--- config.mk ---
export PLATFORM = sky130hd
export DESIGN_NAME = prod_stream_flat
export DESIGN_NICKNAME = d
export VERILOG_FILES = /design/src/rtl/prod_stream_if.sv /design/src/rtl/prod_stream.sv /design/src/flat_wrapper.sv
export SDC_FILE = /design/constraint.sdc
export NUM_CORES = 1
export LEC_CHECK = 0
export BUFFER_PORTS_ARGS = -buffer_cell sky130_fd_sc_hd__buf_2
export CORE_MARGIN = 3
export CORE_UTILIZATION = 54
export DETAILED_ROUTE_END_ITERATION = 8
export PLACE_DENSITY_LB_ADDON = 0.25
export SYNTH_ARGS = -nofsm -noshare
export SYNTH_HDL_FRONTEND = slang
export SYNTH_SLANG_ARGS = --single-unit
--- constraint.sdc ---
create_clock -name clk -period 4.7 [get_ports clk]
set_clock_uncertainty 0.15 [all_clocks]
set_input_delay 0.705 -clock clk [delete_from_list [all_inputs] [get_ports clk]]
set_output_delay 0.705 -clock clk [all_outputs]
set_load 0.1 [all_outputs]
--- src/rtl/prod_stream_if.sv ---
// Beat stream between a producer and its consumer: payload, valid and last
// move downstream, ready moves back upstream.
interface prod_stream_if #(
   parameter int DATA_W = 8
);
   logic              val;
   logic [DATA_W-1:0] data;
   logic              last;
   logic              rdy;

   modport master (output val, data, last, input rdy);
   modport slave  (input val, data, last, output rdy);
endinterface

--- src/rtl/prod_stream.sv ---
// Burst stimulus producer: BURST_LEN beats, then GAP idle cycles. Each beat
// comes from a counter, a range-limited LFSR or a constant, chosen per burst.
module prod_stream #(
   parameter int          DATA_W    = 8,
   parameter int          BURST_LEN = 4,
   parameter int          GAP       = 2,
   parameter int          MAX_VAL   = 5,
   parameter logic [15:0] LFSR_SEED = 16'hACE1
) (
   input  logic          clk,
   input  logic          rst_b,
   input  logic          en_i,
   input  logic [1:0]    mode_i,
   prod_stream_if.master bus,
   output logic [15:0]   beat_cnt_o,
   output logic          busy_o
);

   typedef enum logic [1:0] {S_IDLE, S_SEND, S_GAP} state_e;
   typedef enum logic [1:0] {M_CNT = 2'd0, M_RND = 2'd1, M_CONST = 2'd2} mode_e;

   localparam int                IW        = (BURST_LEN > 1) ? $clog2(BURST_LEN) : 1;
   localparam int                GW        = (GAP > 1) ? $clog2(GAP) : 1;
   localparam logic [IW-1:0]     IDX_LAST  = IW'(BURST_LEN - 1);
   localparam logic [GW-1:0]     GAP_LAST  = GW'((GAP > 0) ? GAP - 1 : 0);
   localparam logic [16:0]       RND_MOD   = 17'(MAX_VAL + 1);
   localparam logic [31:0]       MAX_VAL_W = 32'(MAX_VAL);
   localparam logic [DATA_W-1:0] CONST_VAL = MAX_VAL_W[DATA_W-1:0];

   state_e            state_q;
   mode_e             mode_q;
   mode_e             mode_d;
   logic [IW-1:0]     beat_idx_q;
   logic [GW-1:0]     gap_cnt_q;
   logic [DATA_W-1:0] cnt_q, cnt_d;
   logic [15:0]       lfsr_q, lfsr_d;
   logic [15:0]       beat_cnt_q, beat_cnt_d;
   logic              val_q, last_q;
   logic              accept;
   logic [DATA_W-1:0] rnd_val;
   logic [DATA_W-1:0] data_raw;

   assign accept = val_q & bus.rdy;

   // Reserved mode encoding runs as the counter.
   assign mode_d = (mode_i == 2'd3) ? M_CNT : mode_e'(mode_i);

   assign cnt_d      = cnt_q + DATA_W'(1);
   assign lfsr_d     = {lfsr_q[14:0], lfsr_q[15] ^ lfsr_q[13] ^ lfsr_q[12] ^ lfsr_q[10]};
   assign beat_cnt_d = (beat_cnt_q == 16'hFFFF) ? beat_cnt_q : beat_cnt_q + 16'd1;
   assign rnd_val    = DATA_W'({1'b0, lfsr_q} % RND_MOD);

   always_comb begin
      data_raw = cnt_q;
      case (mode_q)
         M_RND:   data_raw = rnd_val;
         M_CONST: data_raw = CONST_VAL;
         default: data_raw = cnt_q;
      endcase
   end

   // Payload is a pure function of registered state, so it cannot move
   // during a stall and rdy never reaches val or data combinationally.
   assign bus.val    = val_q;
   assign bus.last   = last_q;
   assign bus.data   = val_q ? data_raw : '0;
   assign beat_cnt_o = beat_cnt_q;
   assign busy_o     = (state_q != S_IDLE);

   always_ff @(posedge clk or negedge rst_b) begin
      if (!rst_b) begin
         cnt_q      <= '0;
         lfsr_q     <= LFSR_SEED;
         beat_cnt_q <= '0;
      end else if (accept) begin
         beat_cnt_q <= beat_cnt_d;
         case (mode_q)
            M_RND:   lfsr_q <= lfsr_d;
            M_CONST: ;
            default: cnt_q <= cnt_d;
         endcase
      end
   end

   always_ff @(posedge clk or negedge rst_b) begin
      if (!rst_b) begin
         state_q    <= S_IDLE;
         mode_q     <= M_CNT;
         beat_idx_q <= '0;
         gap_cnt_q  <= '0;
         val_q      <= 1'b0;
         last_q     <= 1'b0;
      end else begin
         case (state_q)
            S_IDLE: begin
               if (en_i) begin
                  state_q    <= S_SEND;
                  mode_q     <= mode_d;
                  beat_idx_q <= '0;
                  val_q      <= 1'b1;
                  last_q     <= (IDX_LAST == '0);
               end
            end
            S_SEND: begin
               if (accept) begin
                  if (beat_idx_q != IDX_LAST) begin
                     beat_idx_q <= beat_idx_q + IW'(1);
                     last_q     <= ((beat_idx_q + IW'(1)) == IDX_LAST);
                  end else if (GAP > 0) begin
                     state_q   <= S_GAP;
                     gap_cnt_q <= '0;
                     val_q     <= 1'b0;
                     last_q    <= 1'b0;
                  end else if (en_i) begin
                     mode_q     <= mode_d;
                     beat_idx_q <= '0;
                     last_q     <= (IDX_LAST == '0);
                  end else begin
                     state_q <= S_IDLE;
                     val_q   <= 1'b0;
                     last_q  <= 1'b0;
                  end
               end
            end
            S_GAP: begin
               if (gap_cnt_q == GAP_LAST) begin
                  if (en_i) begin
                     state_q    <= S_SEND;
                     mode_q     <= mode_d;
                     beat_idx_q <= '0;
                     val_q      <= 1'b1;
                     last_q     <= (IDX_LAST == '0);
                  end else begin
                     state_q <= S_IDLE;
                  end
               end else begin
                  gap_cnt_q <= gap_cnt_q + GW'(1);
               end
            end
            default: begin
               state_q <= S_IDLE;
               val_q   <= 1'b0;
               last_q  <= 1'b0;
            end
         endcase
      end
   end

   // A stalled beat stays offered and unchanged until it is taken.
   a_stall_hold: assert property (@(posedge clk) disable iff (!rst_b)
      (bus.val && !bus.rdy) |=> (bus.val && $stable(bus.data) && $stable(bus.last)));
   a_last_valid: assert property (@(posedge clk) disable iff (!rst_b)
      bus.last |-> bus.val);

endmodule

--- src/flat_wrapper.sv ---
// flat-port wrapper written by rule: the top's interface ports become plain ports
module prod_stream_flat 
#(
   parameter int          DATA_W    = 8,
   parameter int          BURST_LEN = 4,
   parameter int          GAP       = 2,
   parameter int          MAX_VAL   = 5,
   parameter logic [15:0] LFSR_SEED = 16'hACE1
)
  (clk, rst_b, en_i, mode_i, beat_cnt_o, busy_o, bus_val, bus_data, bus_last, bus_rdy);
  prod_stream_if #(.DATA_W(DATA_W)) bus_i ();
  input  logic clk;
  input  logic rst_b;
  input  logic en_i;
  input  logic [1:0] mode_i;
  output logic [15:0] beat_cnt_o;
  output logic busy_o;
  output wire logic [$bits(bus_i.val)-1:0] bus_val;
  output wire logic [$bits(bus_i.data)-1:0] bus_data;
  output wire logic [$bits(bus_i.last)-1:0] bus_last;
  input wire logic [$bits(bus_i.rdy)-1:0] bus_rdy;
  assign bus_val = bus_i.val;
  assign bus_data = bus_i.data;
  assign bus_last = bus_i.last;
  assign bus_i.rdy = bus_rdy;
  prod_stream #(.DATA_W(DATA_W), .BURST_LEN(BURST_LEN), .GAP(GAP), .MAX_VAL(MAX_VAL), .LFSR_SEED(LFSR_SEED)) u_core (.clk(clk), .rst_b(rst_b), .en_i(en_i), .mode_i(mode_i), .bus(bus_i), .beat_cnt_o(beat_cnt_o), .busy_o(busy_o));
endmodule
* Yosys cells after proc, flatten, opt, wreduce, memory -nomap -nowiden
Index checks and enable logic that the tools add are counted.
Operators by class: add/subtract/negate cells 4, multiply operators 0, div/mod/pow operators 1, $lt $le $gt $ge 0, equality and inequality tests 13, shifts and indexed selects 0, multiplexer cells 29, bitwise gates (word level) 6, reduce and logical (&&, ||, !) cells 15
Operators by type and width (count):
- two-way mux 2 bit | 11
- remainder unit 16 x 3 -> 17 bit, second input constant | 1
- adder 16 x 1 -> 16 bit, second input constant | 1
- == test 16 bit, second input constant | 1
- one-hot mux 8 bit (2 select lines) | 1
- one-hot mux 2 bit (3 select lines) | 2
- two-way mux 1 bit | 10
- AND reduction 2 bit | 5
- adder 8 x 1 -> 8 bit, second input constant | 1
- == test 2 bit, second input constant | 4
- two-way mux 8 bit | 1
- AND reduction 4 bit | 2
- inequality test 2 x 1 -> 1 bit, second input constant | 3
- inequality test 2 bit, second input constant | 3
- one-hot mux 1 bit (3 select lines) | 2
- AND reduction 3 bit | 2
- nonzero test 2 bit | 3
- == test 2 x 1 -> 1 bit, second input constant | 2
- one-hot mux 2 bit (2 select lines) | 1
- nonzero test 3 bit | 1
- bitwise XOR 1 bit | 3
- adder 2 x 1 -> 2 bit, second input constant | 1
- logical NOT 2 bit | 1
- NOT 1 bit | 2
- other kinds (4) | 4
Word-level totals: register bits after elaboration 49, latch bits 0, RAM bits 0, bits in read-only memories 0, bits of input ports 6, word-level logic and storage cells 77, memories 0

* Longest topological paths before layout
word-level depth 5, depth in mapped cells 18

* Worst setup path before layout
OpenSTA, ideal clock, no wires.
path type reg-to-output, start reg u_core.lfsr_q[10], end out bus_data[3], arrival 4.995 ns, required time 3.845 ns, setup slack -1.150 ns, cell stages (with the launch flop) 19, path buffers 2, cell sequence dfstp_2 > buf_2 > and4bb_2 > o21ai_0 > a22o_1 > nand2_2 > a221o_1 > nor3_2 > a22o_4 > buf_8 > mux2i_1 > a221o_1 > a21oi_2 > inv_1 > ha_1 > a21o_1 > a211oi_4 > nand4_2 > a21boi_1
Between the ends: longest elaborated chain between the ends 3
Ends and longest elaborated chain:
- start, declared | RTL line prod_stream.sv:36 | logic [15:0] lfsr_q, lfsr_d;
- start signal, assigned | RTL line prod_stream.sv:78 | M_RND: lfsr_q <= lfsr_d;
- remainder unit 16 x 3 -> 17 bit | RTL line prod_stream.sv:51 | assign rnd_val = DATA_W'({1'b0, lfsr_q} % RND_MOD);
- one-hot mux 8 bit (2 select lines) | RTL line prod_stream.sv:55 | case (mode_q)
- two-way mux 8 bit | RTL line prod_stream.sv:66 | assign bus.data = val_q ? data_raw : '0;
- end, declared | RTL line flat_wrapper.sv:19 | output wire logic [$bits(bus_i.data)-1:0] bus_data;
No other way between the ends.

* Worst setup path after layout
start reg u_core.lfsr_q[13], end out bus_data[2]
The elaborated chain is that of the path after synthesis.

==> summary.md <==
| Metric | Value |
|---|---|
| Core ar. | 5610 um2 |
| Unique masters post-synth | 72 |
| CP Buf/Inv Count | 6 |
| Chip Height | 83.0 um |
| Pre-antenna DRT Iters | 4 |
| Leak | 1.83 nW |
| Cts bufs inserted | 5 |
| Syn nets | 343 |
| WP data required | 3850 ps |
| Worst-path cell chain | buf_6 -> buf_6 -> nor4b_4 -> mux2i_1 -> a22o_1 -> nand2_2 -> nor2_4 -> a222oi_1 -> a22o_4 -> mux2i_1 -> a221o_1 -> a21oi_2 -> inv_1 -> ha_2 -> a21o_1 -> a211oi_4 -> buf_6 -> buf_6 -> and2_4 -> o31ai_4 -> buf_12 |
| Largest net degree at the start of global routing | 50 |
| Net Sw Frac | 52.1% |
| Die width | 83.0 um |
| Net Sw Power | 0.963 mW |
| Met3 Resource Use GR | 3.67% |
| Pwr per Cell Area | 454 nW/um2 |
| CTS tree | built |
| Most common cell on crit path | buf_6 |
| Initial Utilization | 57.1% |
| Final hold vios | 0 |
| Seq pwr share | 32.9% |
| Final worst slack | -570 ps |
| Busiest grt layer | met2 |
| Final min period | 5270 ps |
| Critical Path Max Stage Delay | 400 ps |
| Fin Setup TNS | -3150 ps |
| Final Setup Violations | 7 |
| Slew HR | 32.0% |
| Gpl congestion | 0.841 |
| Residual DRC count | 0 |
| Nets | 406 |
| CTS Root Cell | clkbuf_8 |
| Crit-path leading delay family | compound AO/OA/AOI/OAI gates |
| Area growth, synth to finish | 27.3% |
| Layout fillers | 419 |
| First-pass GRT wire length | 12500 um |
| RSZ-0062 raised after global routing | yes |
| Synthesis Warnings | 0 |
| H-tree levels | 2 |
| Vias | 2665 |
| Mapped Cells | 330 |
| Slew Limit Fails | 0 |
| Internal Pwr Total | 0.885 mW |
| CTS max path bufs | 2 |
| Max_cap viols | 0 |
| Layout cells sized above 1 | 37.1% |
| Number of buffers inserted by hold repair at cts | 0 |
| Met1 Usage GRT | 29.0% |
| Dpl hpwl | 4880 um |
| Sequential cell area fraction in the yosys report | 38.6% |
| Vias in the first global route | 2698 |
| CP Capture Type | output port |
| Post-synthesis instance area | 3200 um2 |
| Worst vdd ir | 565 uV |
| Die ar. | 6880 um2 |
| Hold slack | 338 ps |
| Port bufs | 32 |
| Critical path's slowest cell | dfstp_2 |
| Reg clk slew, reported paths | 90 ps |
| Number of synthesized flops with an enable pin | 0 |
| DRT antenna net count | 0 |
| Initial DRC count | 132 |
| Status | complete, but fails checks |
| Worst Path Max Fanout | 6 |
| Clock network power share | 12.9% |
| CTS sink cnt | 49 |
| GR Util All Layers | 21.4% |
| CP arrival | 4410 ps |
| Num ports | 33 |
| Startpoint types | flop |
| WL final | 7140 um |
| Post-DR vias/cell | 5.72 |
| M2 GR Usage | 34.3% |
| Placed Instances | 443 |
| Row count | 27 |
| Non-Filler Instances | 466 |
| WL/cell | 15.3 um |
| Flops & latches, synth | 49 |
| Period utilization | 112% |
| Logic gate share of total power | 54.2% |
| Total gr overflow | 0 |
| Mean post-synth cell area | 9.69 um2 |
| Ys flop type | dfrtp_1 |
| Ys async rst share | 100% |
| Diode count | 0 |
| HP Class | reg2reg |
| Top achievable clock speed | 190 MHz |
| Failing checks | setup timing |
| Worst-margin pin slew | 1020 ps |
| Setup Crit Path Kind | reg2out |
| Antenna violations before repair | 0 |
| Worst-Skew Late Latency | 300 ps |
[repair_timing]
item | CTS | global route
endpoints found under the setup margin | 7 | 7
buffers inserted | 9 | 7
gates resized for setup | 27 | 7
pin swaps | 25 | 12
[layout make-up]
| type | instances | area, um2 | area share, % |
|---|---|---|---|
| Multi-Input combinational cell | 253 | 2040 | 50.0 |
| Tap cell | 72 | 90.1 | 2.21 |
| Clock buffer | 6 | 72.6 | 1.78 |
| Sequential cell | 49 | 1240 | 30.4 |
| Timing Repair Buffer | 70 | 573 | 14.1 |
| Inverter | 14 | 52.6 | 1.29 |
| Clock inverter | 2 | 10.0 | 0.246 |
[layout by cell type (no fill, tap or decap), drive strengths merged, types with 3 or more instances in the layout]
cell and instances:
nor3b 3, nor3 4, or3 4, nor2 12
a211oi 4, mux2 15, and4 3, and2 6
nand4 9, o31ai 3, and3 4, a21oi 16
nand2 39, buf 70, nand3 12, clkbuf 6
xnor2 22, ha 7, xor2 6, a21boi 4
mux2i 6, a22oi 3, a22o 4, inv 14
dfstp 8, dfrtp 41, nor2b 4, nand2b 8
o21ai 16
[power groups by stage]
stage	logic (mW)	clock network (mW)	registers, mW
4_1_cts	1.01	0.243	0.605
3_5_place_dp	1.00	0	0.612
5_1_grt	1.06	0.265	0.621
3_3_place_gp	0.992	0	0.607
6_report	1.00	0.238	0.608
2_1_floorplan	0.557	0	0.820
[cell usage after synthesis (4+ instances only)]
cell | n | share of area, %
dfrtp_1 | 41 | 32
nand2_1 | 37 | 4.3
xnor2_1 | 22 | 6.0
mux2_2 | 15 | 5.3
o21ai_0 | 15 | 2.3
a21oi_1 | 14 | 2.2
inv_1 | 14 | 1.6
nand3_1 | 12 | 1.9
nor2_1 | 12 | 1.4
dfstp_2 | 8 | 6.6
nand2b_1 | 8 | 1.6
nand4_1 | 8 | 1.6
clkbuf_1 | 7 | 0.82
ha_1 | 7 | 2.7
mux2i_1 | 6 | 1.9
xor2_1 | 6 | 1.6
and2_1 | 5 | 0.98
and3_1 | 4 | 0.78
nor2b_1 | 4 | 0.78
or3_1 | 4 | 0.78
[cells by family after synthesis]
logic type               share of synthesized area (%)
AND/OR/NAND/NOR                                   20.8
AO/OA/AOI/OAI                                     18.8
flip-flops                                        38.6
XOR/XNOR                                          7.67
buffers and inverters                             4.26
multiplexers                                      7.16
adder cells (fa/ha/maj)                           2.74
[state kept, by name (all words and copies together) (netlist names)]
register	cells
u_core.gap_cnt_q	1
u_core.bus.last	1
u_core.bus.val	1
u_core.mode_q	2
u_core.lfsr_q	16
u_core.beat_idx_q	2
u_core.beat_cnt_o	16
u_core.cnt_q	8
u_core.state_q	2
[worst paths after layout]
path / start / to / slack (ps) / depth (start not counted)
setup / recovery: u_core.lfsr_q[13]$_DFFE_PN1P_ / bus_data[2] / -570 / 21
hold / removal: u_core.beat_cnt_o[8]$_DFFE_PN0P_ / u_core.beat_cnt_o[8]$_DFFE_PN0P_ / 340 / 1
setup reg to reg: u_core.beat_cnt_o[3]$_DFFE_PN0P_ / u_core.beat_cnt_o[11]$_DFFE_PN0P_ / 2240 / 8
hold reg to reg: u_core.beat_cnt_o[8]$_DFFE_PN0P_ / u_core.beat_cnt_o[8]$_DFFE_PN0P_ / 340 / 1
max in group asynchronous: rst_b / u_core.lfsr_q[12]$_DFFE_PN0P_ / 3270 / 1
min in group asynchronous: rst_b / u_core.cnt_q[7]$_DFFE_PN0P_ / 430 / 1
[per-stage QoR]
stage	area (um2)	util, %	total power, mW	setup WS [ps]
6_report	4070	72.6	1.85	-570
5_1_grt	4070	72.6	1.94	-793
4_1_cts	3990	71.2	1.86	-501
3_5_place_dp	3720	66.3	1.62	-249
3_3_place_gp	3720	66.3	1.60	-135
2_1_floorplan	3300	-	1.38	-472
[metal layers]
metal,share of wire (%),routed length (um),vias to the layer above
met1,46,3250,1269
met3,3.4,244,13
met4,1.9,136,0
met5,0,0,-
li1,-,-,1325
met2,49,3510,58
Note: power is estimated with default switching activity, not from simulation.
